## config.mk

```make
export PLATFORM = sky130hd
export DESIGN_NAME = led_blinker_flat
export DESIGN_NICKNAME = d
export VERILOG_FILES = /design/src/rtl/led_blinker_if.sv /design/src/rtl/led_blinker.sv /design/src/flat_wrapper.sv
export SDC_FILE = /design/constraint.sdc
export NUM_CORES = 1
export LEC_CHECK = 0
export CORE_ASPECT_RATIO = 1.25
export CORE_MARGIN = 3
export CORE_UTILIZATION = 35
export DETAILED_ROUTE_END_ITERATION = 7
export PLACE_DENSITY = 0.62
export SYNTH_ARGS = -nofsm -noshare
export SYNTH_HDL_FRONTEND = slang
export SYNTH_SLANG_ARGS = --single-unit
```

## constraint.sdc

```tcl
create_clock -name clk -period 2.76 [get_ports clk]
set_input_delay 0.552 -clock clk [delete_from_list [all_inputs] [get_ports clk]]
set_output_delay 0.552 -clock clk [all_outputs]
set_load 0.03 [all_outputs]
```

## src/rtl/led_blinker_if.sv

```systemverilog
// rtl/led_blinker_if.sv - event/LED status bundle between event logic and the blinker
interface led_blinker_if #(
  parameter int PW = 3
) ();
  logic          event_in;
  logic          led_out;
  logic          busy;
  logic [PW-1:0] pending;
  logic          dropped;

  modport master (
    output event_in,
    input  led_out,
    input  busy,
    input  pending,
    input  dropped
  );

  modport slave (
    input  event_in,
    output led_out,
    output busy,
    output pending,
    output dropped
  );
endinterface

```

## src/rtl/led_blinker.sv

```systemverilog
// rtl/led_blinker.sv - one visible blink (ON then OFF) per single-cycle event
// Define LED_BLINK_QUEUE_EN to queue events that arrive mid-blink; otherwise they are dropped.
module led_blinker #(
  parameter int CLK_FREQ_KHZ = 50000,
  parameter int ON_TIME      = 200,
  parameter int OFF_TIME     = 200,
  parameter int MAX_PENDING  = 7
) (
  input  logic          clk,
  input  logic          rst,
  led_blinker_if.slave  bus
);
  localparam int ON_CYCLES  = ON_TIME * CLK_FREQ_KHZ;
  localparam int OFF_CYCLES = OFF_TIME * CLK_FREQ_KHZ;
  localparam int MAX_CYC    = (ON_CYCLES > OFF_CYCLES) ? ON_CYCLES : OFF_CYCLES;
  localparam int CW         = $clog2(MAX_CYC + 1);
  localparam int PW         = $clog2(MAX_PENDING + 1);

  localparam logic [CW-1:0] ON_LOAD  = CW'(ON_CYCLES - 1);
  localparam logic [CW-1:0] OFF_LOAD = CW'(OFF_CYCLES - 1);
  localparam logic [PW-1:0] PEND_MAX = PW'(MAX_PENDING);

  typedef enum logic [1:0] {IDLE, ON, OFF} state_t;

  state_t        state;
  logic [CW-1:0] cnt;
  logic [PW-1:0] pend;
  logic          led_q;
  logic          busy_q;
  logic          drop_q;

  logic off_end;
  logic pend_nz;
  logic ev_busy;

  always_comb begin
    off_end = (state == OFF) && (cnt == '0);
    pend_nz = (pend != '0);
    // Events that neither start a blink from IDLE nor get consumed at the OFF boundary.
    ev_busy = bus.event_in && (state != IDLE) && !off_end;
  end

  always_ff @(posedge clk) begin
    if (rst) begin
      state  <= IDLE;
      cnt    <= '0;
      pend   <= '0;
      led_q  <= 1'b0;
      busy_q <= 1'b0;
      drop_q <= 1'b0;
    end else begin
      drop_q <= 1'b0;
      case (state)
        IDLE: begin
          if (bus.event_in) begin
            state  <= ON;
            cnt    <= ON_LOAD;
            led_q  <= 1'b1;
            busy_q <= 1'b1;
          end
        end
        ON: begin
          if (cnt == '0) begin
            state <= OFF;
            cnt   <= OFF_LOAD;
            led_q <= 1'b0;
          end else begin
            cnt <= cnt - 1'b1;
          end
        end
        OFF: begin
          if (cnt != '0) begin
            cnt <= cnt - 1'b1;
          end else if (pend_nz || bus.event_in) begin
            state <= ON;
            cnt   <= ON_LOAD;
            led_q <= 1'b1;
            // A simultaneous event replaces the queued one being popped: net pending unchanged.
            if (pend_nz && !bus.event_in) begin
              pend <= pend - 1'b1;
            end
          end else begin
            state  <= IDLE;
            busy_q <= 1'b0;
          end
        end
        default: begin
          state  <= IDLE;
          cnt    <= '0;
          led_q  <= 1'b0;
          busy_q <= 1'b0;
        end
      endcase

      if (ev_busy) begin
`ifdef LED_BLINK_QUEUE_EN
        if (pend != PEND_MAX) begin
          pend <= pend + 1'b1;
        end else begin
          drop_q <= 1'b1;
        end
`else
        drop_q <= 1'b1;
`endif
      end
    end
  end

`ifndef LED_BLINK_QUEUE_EN
  logic unused_pend_max;
  assign unused_pend_max = ^PEND_MAX;
`endif

  assign bus.led_out = led_q;
  assign bus.busy    = busy_q;
  assign bus.pending = pend;
  assign bus.dropped = drop_q;
endmodule
```

## src/flat_wrapper.sv

```systemverilog
// flat-port wrapper written by rule: the top's interface ports become plain ports
module led_blinker_flat 
#(
  parameter int CLK_FREQ_KHZ = 50000,
  parameter int ON_TIME      = 200,
  parameter int OFF_TIME     = 200,
  parameter int MAX_PENDING  = 7
)
  (clk, rst, bus_event_in, bus_led_out, bus_busy, bus_pending, bus_dropped);
  led_blinker_if bus_i ();
  input  logic clk;
  input  logic rst;
  input wire logic [$bits(bus_i.event_in)-1:0] bus_event_in;
  output wire logic [$bits(bus_i.led_out)-1:0] bus_led_out;
  output wire logic [$bits(bus_i.busy)-1:0] bus_busy;
  output wire logic [$bits(bus_i.pending)-1:0] bus_pending;
  output wire logic [$bits(bus_i.dropped)-1:0] bus_dropped;
  assign bus_i.event_in = bus_event_in;
  assign bus_led_out = bus_i.led_out;
  assign bus_busy = bus_i.busy;
  assign bus_pending = bus_i.pending;
  assign bus_dropped = bus_i.dropped;
  led_blinker #(.CLK_FREQ_KHZ(CLK_FREQ_KHZ), .ON_TIME(ON_TIME), .OFF_TIME(OFF_TIME), .MAX_PENDING(MAX_PENDING)) u_core (.clk(clk), .rst(rst), .bus(bus_i));
endmodule
```

# Word level (Yosys, flattened, before mapping)
# Cells that the tools add are included.
# totals
regBits	32
inputBits	3
word_cells	54
# classes
n_addsub	2
eq_ne	8
muxes	19
bitwise	2
reduce_logical	17
# ops
op	count
2-to-1 mux 24 bit	4
case mux 24 bit (3 select lines)	1
logical NOT 24 bit	1
nonzero test 24 bit	1
subtractor 24 x 1 -> 24 bit (second input constant)	1
AND reduction 4 bit	3
2-to-1 mux 1 bit	8
!= test 2 bit (second input constant)	4
2-to-1 mux 2 bit	3
case mux 1 bit (3 select lines)	2
case mux 2 bit (3 select lines)	1
logical AND 1 bit	4
!= test 3 bit (second input constant)	1
AND reduction 3 bit	1
nonzero test 3 bit	1
subtractor 3 x 1 -> 3 bit (second input constant)	1
== test 2 x 1 -> 1 bit (second input constant)	1
== test 2 bit (second input constant)	1
logical NOT 1 bit	2
logical NOT 2 bit	1
!= test 2 x 1 -> 1 bit (second input constant)	1
inverter 1 bit	2
AND reduction 2 bit	1
nonzero test 2 bit	1
logical OR 1 bit	1

# Logic depth before layout (Yosys ltp)
# Gate-level depths: netlist of run 1.
# depth
ltp_word	5
mapped_depth	9
ltp_nobuf	7

# Worst setup path after synthesis of run 1
# No wires, ideal clock.
# synth_timing
path_type	register -> register
from	register u_core.cnt[12]
to	register u_core.cnt[0]
arrival_ns	2.421
required_time_ns	2.637
setup_slack_ns	0.216
stages_incl_launch_ff	9
n_path_buf	3
path_cell_list	dfxtp_1 -> buf_6 -> or4_4 -> buf_6 -> or4_4 -> buf_6 -> o21a_1 -> nor2_1 -> mux2_1
# synth_between
elab_chain_cells	3
elab_cells_between_ends	7
classes_between	eq/ne (1); mux (3); reduce/logical (3)
# synth_lines
item	line	source
start: declaration	led_blinker.sv:26	logic [CW-1:0] cnt;
start signal: assignment	led_blinker.sv:68	cnt <= cnt - 1'b1;
start signal: assignment	led_blinker.sv:73	cnt <= cnt - 1'b1;
nonzero test 24 bit or logical NOT 24 bit (tied branches)	led_blinker.sv:72, led_blinker.sv:63	
2-to-1 mux 24 bit, or another cell as far along	led_blinker.sv:72	if (cnt != '0) begin
case mux 24 bit (3 select lines) or AND reduction 2 bit (tied branches)	--	
# Parallel ways exist; a longest one is shown, timed or not.
# A chain may end at the register's enable or synchronous reset.

# Final worst setup path of run 1
# layout_timing
from	register u_core.cnt[12]
to	register u_core.cnt[1]
# Same word-level chain as after synthesis.

==> results.json, run 1 <==
{
  "status": "finished clean",
  "ys_seq_area_frac": 0.333,
  "layout_common_cells": "32 x dfxtp_1, 30 x a21oi_1, 19 x nor2_1, 17 x inv_1",
  "ir_worst_vdd_uv": 174,
  "place.gp.congestion": 0.871,
  "track_usage": 0.167,
  "clock_latency_ns": 0.29,
  "tritoncts": "yes",
  "crit_chain": "or4_4 > or4_4 > o21a_1 > nor2_1 > mux2_1",
  "firstDrtPassIters": 4,
  "rsz0062_at_grt": "no",
  "synth_largest_area_cell": "dfxtp_1",
  "clock_skew_ns": 0.00362,
  "start_util": 0.370,
  "antenna_cells": 0,
  "hpwl_mm": 3.54,
  "slowest_stage": "or4_4",
  "port_buffers": 8,
  "ys_types": 47,
  "arrival_ns": 2.77,
  "path_common_cell": "or4_4",
  "syn_to_final_growth_pct": 13.3,
  "rows": 29,
  "final_common_cell": "dfxtp_1",
  "yosys_warnings": 0,
  "fin_ws_ns": 0.172,
  "wl_per_cell_um": 15.7,
  "path_class": "flip-flop to flip-flop",
  "hp-class": "flip-flop to flip-flop",
  "antenna_found_initial": 0,
  "finalCriticalPeriod_ns": 2.59,
  "tns_ns": 0,
  "clk_pin_slew_ns": 0.07,
  "final_nets": 261,
  "synth_edf_count": 0,
  "leakagePower_nw": 0.796,
  "synth_area_leaders": "dfxtp_1 33%, a21oi_1 7.8%, nor2_1 3.7%",
  "powerDensity_mw_per_mm2": 543,
  "tightest_slew_ns": 0.632,
  "htree_levels": 2,
  "grt_max_degree": 25,
  "routed_wl_mm": 4.97,
  "viasPerCell": 5.93,
  "dieWidth_um": 72.3,
  "cts_hold_buf": 0,
  "async_flop_share": 0,
  "synth_top_area_share": 0.333,
  "postCtsSetupRepairBufs": 0,
  "maxCapViolations": 0,
  "ys_ff_latch": 32,
  "setup-violations-final": 0,
  "drv_slew": 0,
  "fillCellCount": 536,
  "ctsResizeCount": 0,
  "cts.sinks": 32,
  "required_ns": 2.94,
  "detail-route-antenna-nets": 0,
  "vias": 1879,
  "grt_remaining_overflow": 0,
  "r2r_slack_ns": 0.17,
  "grt_pass1_vias": 1771,
  "syn_area_per_cell_um2": 7.97,
  "syn_nets": 248,
  "cts_buffer_depth": 2,
  "end_kind": "flip-flop",
  "grt_pass1_wl_mm": 8.40,
  "drc": 0,
  "start_kind": "flip-flop",
  "synth_top_flop_cell": "dfxtp_1",
  "maxSlewHeadroom": 0.575,
  "period_share": 0.938,
  "netlist_instances": 241,
  "fmax_mhz": 386,
  "fp.dieH_um": 88.9,
  "hold_viol": 0,
  "io-pin-count": 9,
  "max_stage_delay_ns": 0.62,
  "coreArea_mm2": 0.00519,
  "ctsRootBufferMaster": "clkbuf_8",
  "cts_buffers": 5,
  "drive_gt1_frac": 0.133,
  "worstPathMaxFanout": 9,
  "drtIter0Drc": 148,
  "syn_area_mm2": 0.00192,
  "preCtsSetupSlack_ns": 0.203,
  "die-area_mm2": 0.00642
}
logic make-up (layout without fill, tap and decap cells):
group / after synthesis / count (layout) / share of synthesized area
buffers and inverters: 30 / 44 / 0.0729
adders and majority gates: 4 / 4 / 0.0260
AOI/OAI and AO/OA: 86 / 86 / 0.294
and+or+nand+nor: 86 / 86 / 0.258
muxes: 2 / 2 / 0.0117
DFF: 32 / 32 / 0.333
xor gates and xnor gates: 1 / 1 / 0.00456
cells in the mapped netlist, types with 2 or more instances:
cell,n
buf_6,3
or3_1,4
nor2_1,19
o2111ai_1,3
o21ai_0,6
o21a_1,6
a21o_1,4
nor3b_1,2
a31o_2,7
nor3_1,9
o22a_1,4
and3_1,3
nand2_1,11
ha_1,4
or4_4,2
clkbuf_1,8
nand3_1,9
nand4_1,5
o31ai_1,3
nor4_1,7
o21ai_1,3
inv_1,17
dfxtp_1,32
a21oi_1,30
a211oi_1,2
or4_1,7
a31oi_1,4
mux2_1,2
o22ai_1,7
where the power goes:
group / total, mW / leakage [nW] / switching, mW / internal [mW]
registers: 0.529 / 0.263 / 0.0347 / 0.494
logic: 0.268 / 0.482 / 0.162 / 0.105
clock network: 0.386 / 0.0510 / 0.187 / 0.199
total: 1.18 / 0.796 / 0.384 / 0.798
layout make-up:
| cell class | instances | area, um^2 | area share |
|---|---|---|---|
| well taps | 62 | 77.6 | 0.0356 |
| clock inverters | 2 | 10.0 | 0.00460 |
| repair buffers | 19 | 163 | 0.0747 |
| clock buffers | 6 | 82.6 | 0.0379 |
| multi-input cells | 179 | 1140 | 0.524 |
| flip-flops and latches | 32 | 641 | 0.294 |
| inverters | 17 | 63.8 | 0.0293 |
per-stage QoR:
stage	hold WS (ns)	util	power [mW]	std cells	instance area (um^2)
6_report	0.467	0.420	1.18	317	2180
2_1_floorplan	0.435	-	0.737	241	1920
4_1_cts	0.467	0.420	1.19	317	2180
3_3_place_gp	0.457	0.402	0.803	309	2090
5_1_grt	0.495	0.420	1.24	317	2180
3_5_place_dp	0.457	0.402	0.803	309	2090
worst max-delay path: cells and delay by family (launching register included):
kind | cells | cell delay (ns)
DFF | 1 | 0.38
AOI/OAI and AO/OA | 1 | 0.32
and+or+nand+nor | 3 | 1.42
muxes | 1 | 0.35
registers in the layout, summed over array words and instances, names as in the netlist:
register            cells
u_core.cnt             24
u_core.bus.pending      3
u_core.state            2
u_core.bus.busy         1
u_core.bus.dropped      1
u_core.bus.led_out      1
path summary, 6_finish.rpt:
kind | startpoint | end | depth (start not counted)
min reg2reg | u_core.cnt[23] | u_core.cnt[23] | 2
min | u_core.cnt[23] | u_core.cnt[23] | 2
max reg2reg | u_core.cnt[12] | u_core.cnt[1] | 5
max | u_core.cnt[12] | u_core.cnt[1] | 5
layer usage:
layer / global-route usage / wire length [um]
met1: 0.195 / 2160
met2: 0.287 / 2450
met3: 0.0386 / 250
met4: 0.0821 / 114
met5: 0 / 0
(Power assumes the default switching activity.)
==> run 2: changes to the inputs <==
--- a/config.mk
+++ b/config.mk
@@ -5,6 +5,7 @@
 export SDC_FILE = /design/constraint.sdc
 export NUM_CORES = 1
 export LEC_CHECK = 0
+export CAP_MARGIN = 20
 export CORE_ASPECT_RATIO = 1.25
 export CORE_MARGIN = 3
 export CORE_UTILIZATION = 35
==> results of run 2 <==
The final DEF is identical to that of run 1; final timing and power are the same.
==> run 3: changes to the inputs <==
--- a/config.mk
+++ b/config.mk
@@ -5,7 +5,7 @@
 export SDC_FILE = /design/constraint.sdc
 export NUM_CORES = 1
 export LEC_CHECK = 0
-export CAP_MARGIN = 20
+export CAP_MARGIN = 5
 export CORE_ASPECT_RATIO = 1.25
 export CORE_MARGIN = 3
 export CORE_UTILIZATION = 35
==> results of run 3 <==
The final DEF is identical to that of run 1; final timing and power are the same.
==> RTL change 1, RTL diff (flow settings as in run 1) <==
The option `LED_BLINK_QUEUE_EN` is turned on by a define.
--- a/src/rtl/led_blinker.sv
+++ b/src/rtl/led_blinker.sv
@@ -1,5 +1,7 @@
 // rtl/led_blinker.sv - one visible blink (ON then OFF) per single-cycle event
 // Define LED_BLINK_QUEUE_EN to queue events that arrive mid-blink; otherwise they are dropped.
+`define LED_BLINK_QUEUE_EN
+
 module led_blinker #(
   parameter int CLK_FREQ_KHZ = 50000,
   parameter int ON_TIME      = 200,
Formal check against the unedited RTL: not equivalent (Yosys sat finds a counterexample within 4 cycles, from zero or initial values and one cycle with rst high).
==> RTL change 1 against run 1 <==
  * Synthesized area grew 5.9%
  * Via count increased by 5.9%
  * Cell area rose by 8.7%
  * Setup slack gained 0.18 ns
  * Largest power group unchanged
  * Sequential power is 9.3% higher
  * Total power grew 18%
  * Clock skew rose by 0.0024 ns
  * Sequential cell count is the same
  * Routed wire length is 8.6% higher
  * First-iteration DRC count down 34%
  * Count of clock-buffer cells in the layout up 1
  * Cell count rose by 5.4%
  * Maximum frequency increased by 7.6%
==> RTL change 1: results (changes against run 1) <==
stage,metric,value,unit,change
status,outcome,"finished, final reports clean",,unchanged
power,P_comb,0.000420,W,was 0.000268 W
synth,area fraction in compound gates after synthesis,26.81,%,was 29.36%
global_routing,largest net degree at the start of global routing,19,,was 25
synth,Area contributors post-synth,"dfxtp_1 (31%), a21oi_1 (6.6%), nor2_1 (4.1%), or4_1 (4.1%), ha_1 (3.1%)",,"was dfxtp_1 (33%), a21oi_1 (7.8%), nor2_1 (3.7%), inv_1 (3.3%), a31o_2 (3.2%)"
power,LEAKAGE,0.8862,nW,was 0.7965 nW
place,global placer's final weighted congestion,0.8351,,was 0.8707
global_routing,met3 Usage GRT,3.544,%,was 3.864%
timing,worst slew pin tran,0.6354,ns,was 0.6317 ns
global_routing,grt met2 use,29.14,%,was 28.75%
global_routing,gr usage total,16.80,%,was 16.75%
synth,Synth cell types,55,,was 47
power,Power Sequential,0.000578,W,was 0.000529 W
power,peak supply drop,260.4,µV,was 173.7 µV
global_routing,vias in the first global route,1918,,"was 1,771"
synth,Post-Synth Adder-Cell Area,3.629,%,was 2.604%
synth,"top cells by count, synth","dfxtp_1 (32), a21oi_1 (27), nor2_1 (22)",,"was dfxtp_1 (32), a21oi_1 (30), nor2_1 (19)"
routing,total number of vias,1989,,"was 1,879"
routing,Routed WL,5400,µm,was 4974 µm
global_routing,met1 usage,20.30,%,was 19.47%
synth,net count after synthesis,259,,was 248
timing,Worst Skew,0.006007,ns,was 0.003621 ns
setup_path,crit path max fanout,8,,was 9
routing,routed wl met3,181,µm,was 250 µm
routing,met1 wire length,2404,µm,was 2162 µm
routing,Routed met2 length,2748,µm,was 2446 µm
synth,mux cell area share after synthesis,1.046,%,was 1.172%
layout,share of cells above drive strength 1,12.59,%,was 13.33%
setup_path,signal arrival time at the worst endpoint,2.59,ns,was 2.77 ns
place,Placed Area,2271,µm²,was 2086 µm²
-- RTL change 1: cell count changes in the layout (fill, tap and decap cells not counted), sizes merged, moves of 4 or more --
cell / run 1 / this run
nand2b: 0 / 5
o21a: 6 / 1
or3: 4 / 8
o21ai: 10 / 15
a31o: 7 / 0
o22ai: 7 / 1
o22a: 4 / 0
o32ai: 0 / 6
or4: 9 / 13
-- RTL change 1: through the flow --
stage	cells	setup WS, ns	power [W]	hold WS, ns
2_1_floorplan	251	0.4997	0.0008677	0.4365
3_3_place_gp	327	0.3097	0.0009961	0.4562
3_5_place_dp	327	0.2803	0.001001	0.4579
4_1_cts	334	0.3721	0.001401	0.4643
5_1_grt	334	0.2198	0.001474	0.4865
6_report	334	0.3550	0.001398	0.4603
-- RTL change 1: worst paths after layout --
path / endpoint / slack (ns) / from
max: u_core.bus.pending[0] / 0.35 / u_core.cnt[11]
min: u_core.cnt[19] / 0.46 / u_core.cnt[19]
max reg2reg: u_core.bus.pending[0] / 0.35 / u_core.cnt[11]
min reg2reg: u_core.cnt[19] / 0.46 / u_core.cnt[19]
-- RTL change 1: logic make-up (layout without fill, tap and decap cells) --
family | after synthesis | after routing
AOI/OAI and AO/OA | 80 | 80
buffers and inverters | 25 | 44
muxes | 2 | 2
adders and majority gates | 6 | 6
and+or+nand+nor | 106 | 106
DFF | 32 | 32
-- RTL change 1: layout make-up --
class / count / area (µm²)
multi-input combinational: 194 / 1296
fill: 574 / 3151
timing repair buffer: 22 / 197.7
clock buffer: 7 / 96.34
tap: 64 / 80.08
inverter: 15 / 56.30
sequential: 32 / 640.6
-- RTL change 1: tightest hold or removal path: stages, from the launching register on --
cell and delay (ns):
dfxtp_1 0.32, nand2_1 0.05, o2bb2ai_1 0.05
==> RTL change 2, RTL diff (settings of run 1) <==
Made on the original files. Make the reset (`rst`) asynchronous in one clocked block.
--- a/src/rtl/led_blinker.sv
+++ b/src/rtl/led_blinker.sv
@@ -40,7 +40,7 @@
     ev_busy = bus.event_in && (state != IDLE) && !off_end;
   end
 
-  always_ff @(posedge clk) begin
+  always_ff @(posedge clk or posedge rst) begin
     if (rst) begin
       state  <= IDLE;
       cnt    <= '0;
Formal check against the unedited RTL: differs if rst is asserted again (counterexample within 4 cycles, from zero or initial values and one cycle with rst high); with rst held inactive, the same outputs for 10 cycles.
==> RTL change 2 against run 1 <==
  * Clock skew is 0.0029 ns higher
  * Die area is 1.0% lower
  * Synthesized area is 1.1% lower
  * Combinational power is 29% higher
  * Routed wire length is 15% lower
  * Sequential cell count stayed put
  * Setup slack better by 0.044 ns
  * Total power is 21% higher
  * Cell area is 0.23% lower
  * Sequential share of layout area is 7.4 points higher
  * Critical endpoint is now u_core.bus.pending[2]
  * Highest routed layer unchanged
==> RTL change 2: results (changes against run 1) <==
stage,metric,value,unit,change
status,outcome,"finished, final reports clean",,unchanged
place,DP Cell Count,283,,was 309
setup_path,CP peak stage delay,0.56,ns,was 0.62 ns
synth,area fraction in compound gates after synthesis,25.28,%,was 29.36%
routing,routed wl met3,109,µm,was 250 µm
place,DP Worst Slack,0.2398,ns,was 0.2025 ns
place,Placed Area,2078,µm²,was 2086 µm²
synth,Area contributors post-synth,"dfrtp_1 (42%), o21ai_0 (5.5%), a21oi_1 (4.5%), o31ai_1 (3.2%), nor2_1 (2.8%)",,"was dfxtp_1 (33%), a21oi_1 (7.8%), nor2_1 (3.7%), inv_1 (3.3%), a31o_2 (3.2%)"
global_routing,met3 Usage GRT,3.182,%,was 3.864%
synth,post-synth top area cell,dfrtp_1,,was dfxtp_1
layout,fin cells,291,,was 317
die,Core Area,5152,µm²,was 5189 µm²
global_routing,met1 usage,18.23,%,was 19.47%
synth,mux cell area share after synthesis,0.5925,%,was 1.172%
timing,worst slew pin tran,0.5811,ns,was 0.6317 ns
layout,Non-clock inverters,9,,was 17
global_routing,grt met2 use,24.08,%,was 28.75%
synth,Post-Synth Adder-Cell Area,1.975,%,was 2.604%
global_routing,gr usage total,14.59,%,was 16.75%
synth,synthesized instance count,216,,was 241
synth,"top cells by count, synth","dfrtp_1 (32), o21ai_0 (21), a21oi_1 (17)",,"was dfxtp_1 (32), a21oi_1 (30), nor2_1 (19)"
layout,fraction of area in multi-input gates,46.75,%,was 52.38%
layout,fillers,525,,was 536
synth,asr flop ratio synth,100.0,%,was 0%
layout,Seq/total area,36.85,%,was 29.41%
layout,number of clock buffers in the layout,8,,was 6
power,switching share of power,33.23,%,was 32.46%
layout,Seq cells,32,,unchanged
global_routing,largest net degree at the start of global routing,33,,was 25
power,Int Pwr,0.0009541,W,was 0.0007982 W
## RTL change 2: cell count changes in the layout (fill, tap and decap cells not counted), moves of 6 or more
cell,before,now
a21oi_1,30,17
a31o_2,7,1
dfrtp_1,0,32
dfxtp_1,32,0
inv_1,17,9
o21ai_0,6,21
## RTL change 2: worst paths after layout
| path | start | to | slack (ns) | depth (start not counted) |
|---|---|---|---|---|
| max | u_core.cnt[11] | u_core.bus.pending[2] | 0.22 | 6 |
| min | u_core.bus.pending[2] | u_core.bus.pending[2] | 0.49 | 1 |
| max reg2reg | u_core.cnt[11] | u_core.bus.pending[2] | 0.22 | 6 |
| min reg2reg | u_core.bus.pending[2] | u_core.bus.pending[2] | 0.49 | 1 |
| max in group asynchronous | rst | u_core.cnt[14] | 1.82 | 3 |
| min in group asynchronous | rst | u_core.cnt[0] | 0.65 | 3 |
## RTL change 2: what timing repair did
action | 4_1_cts | 5_1_grt
gates resized for setup | 0 | 1
hold buffers | 0 | 0
endpoints found under the setup margin | 0 | 1
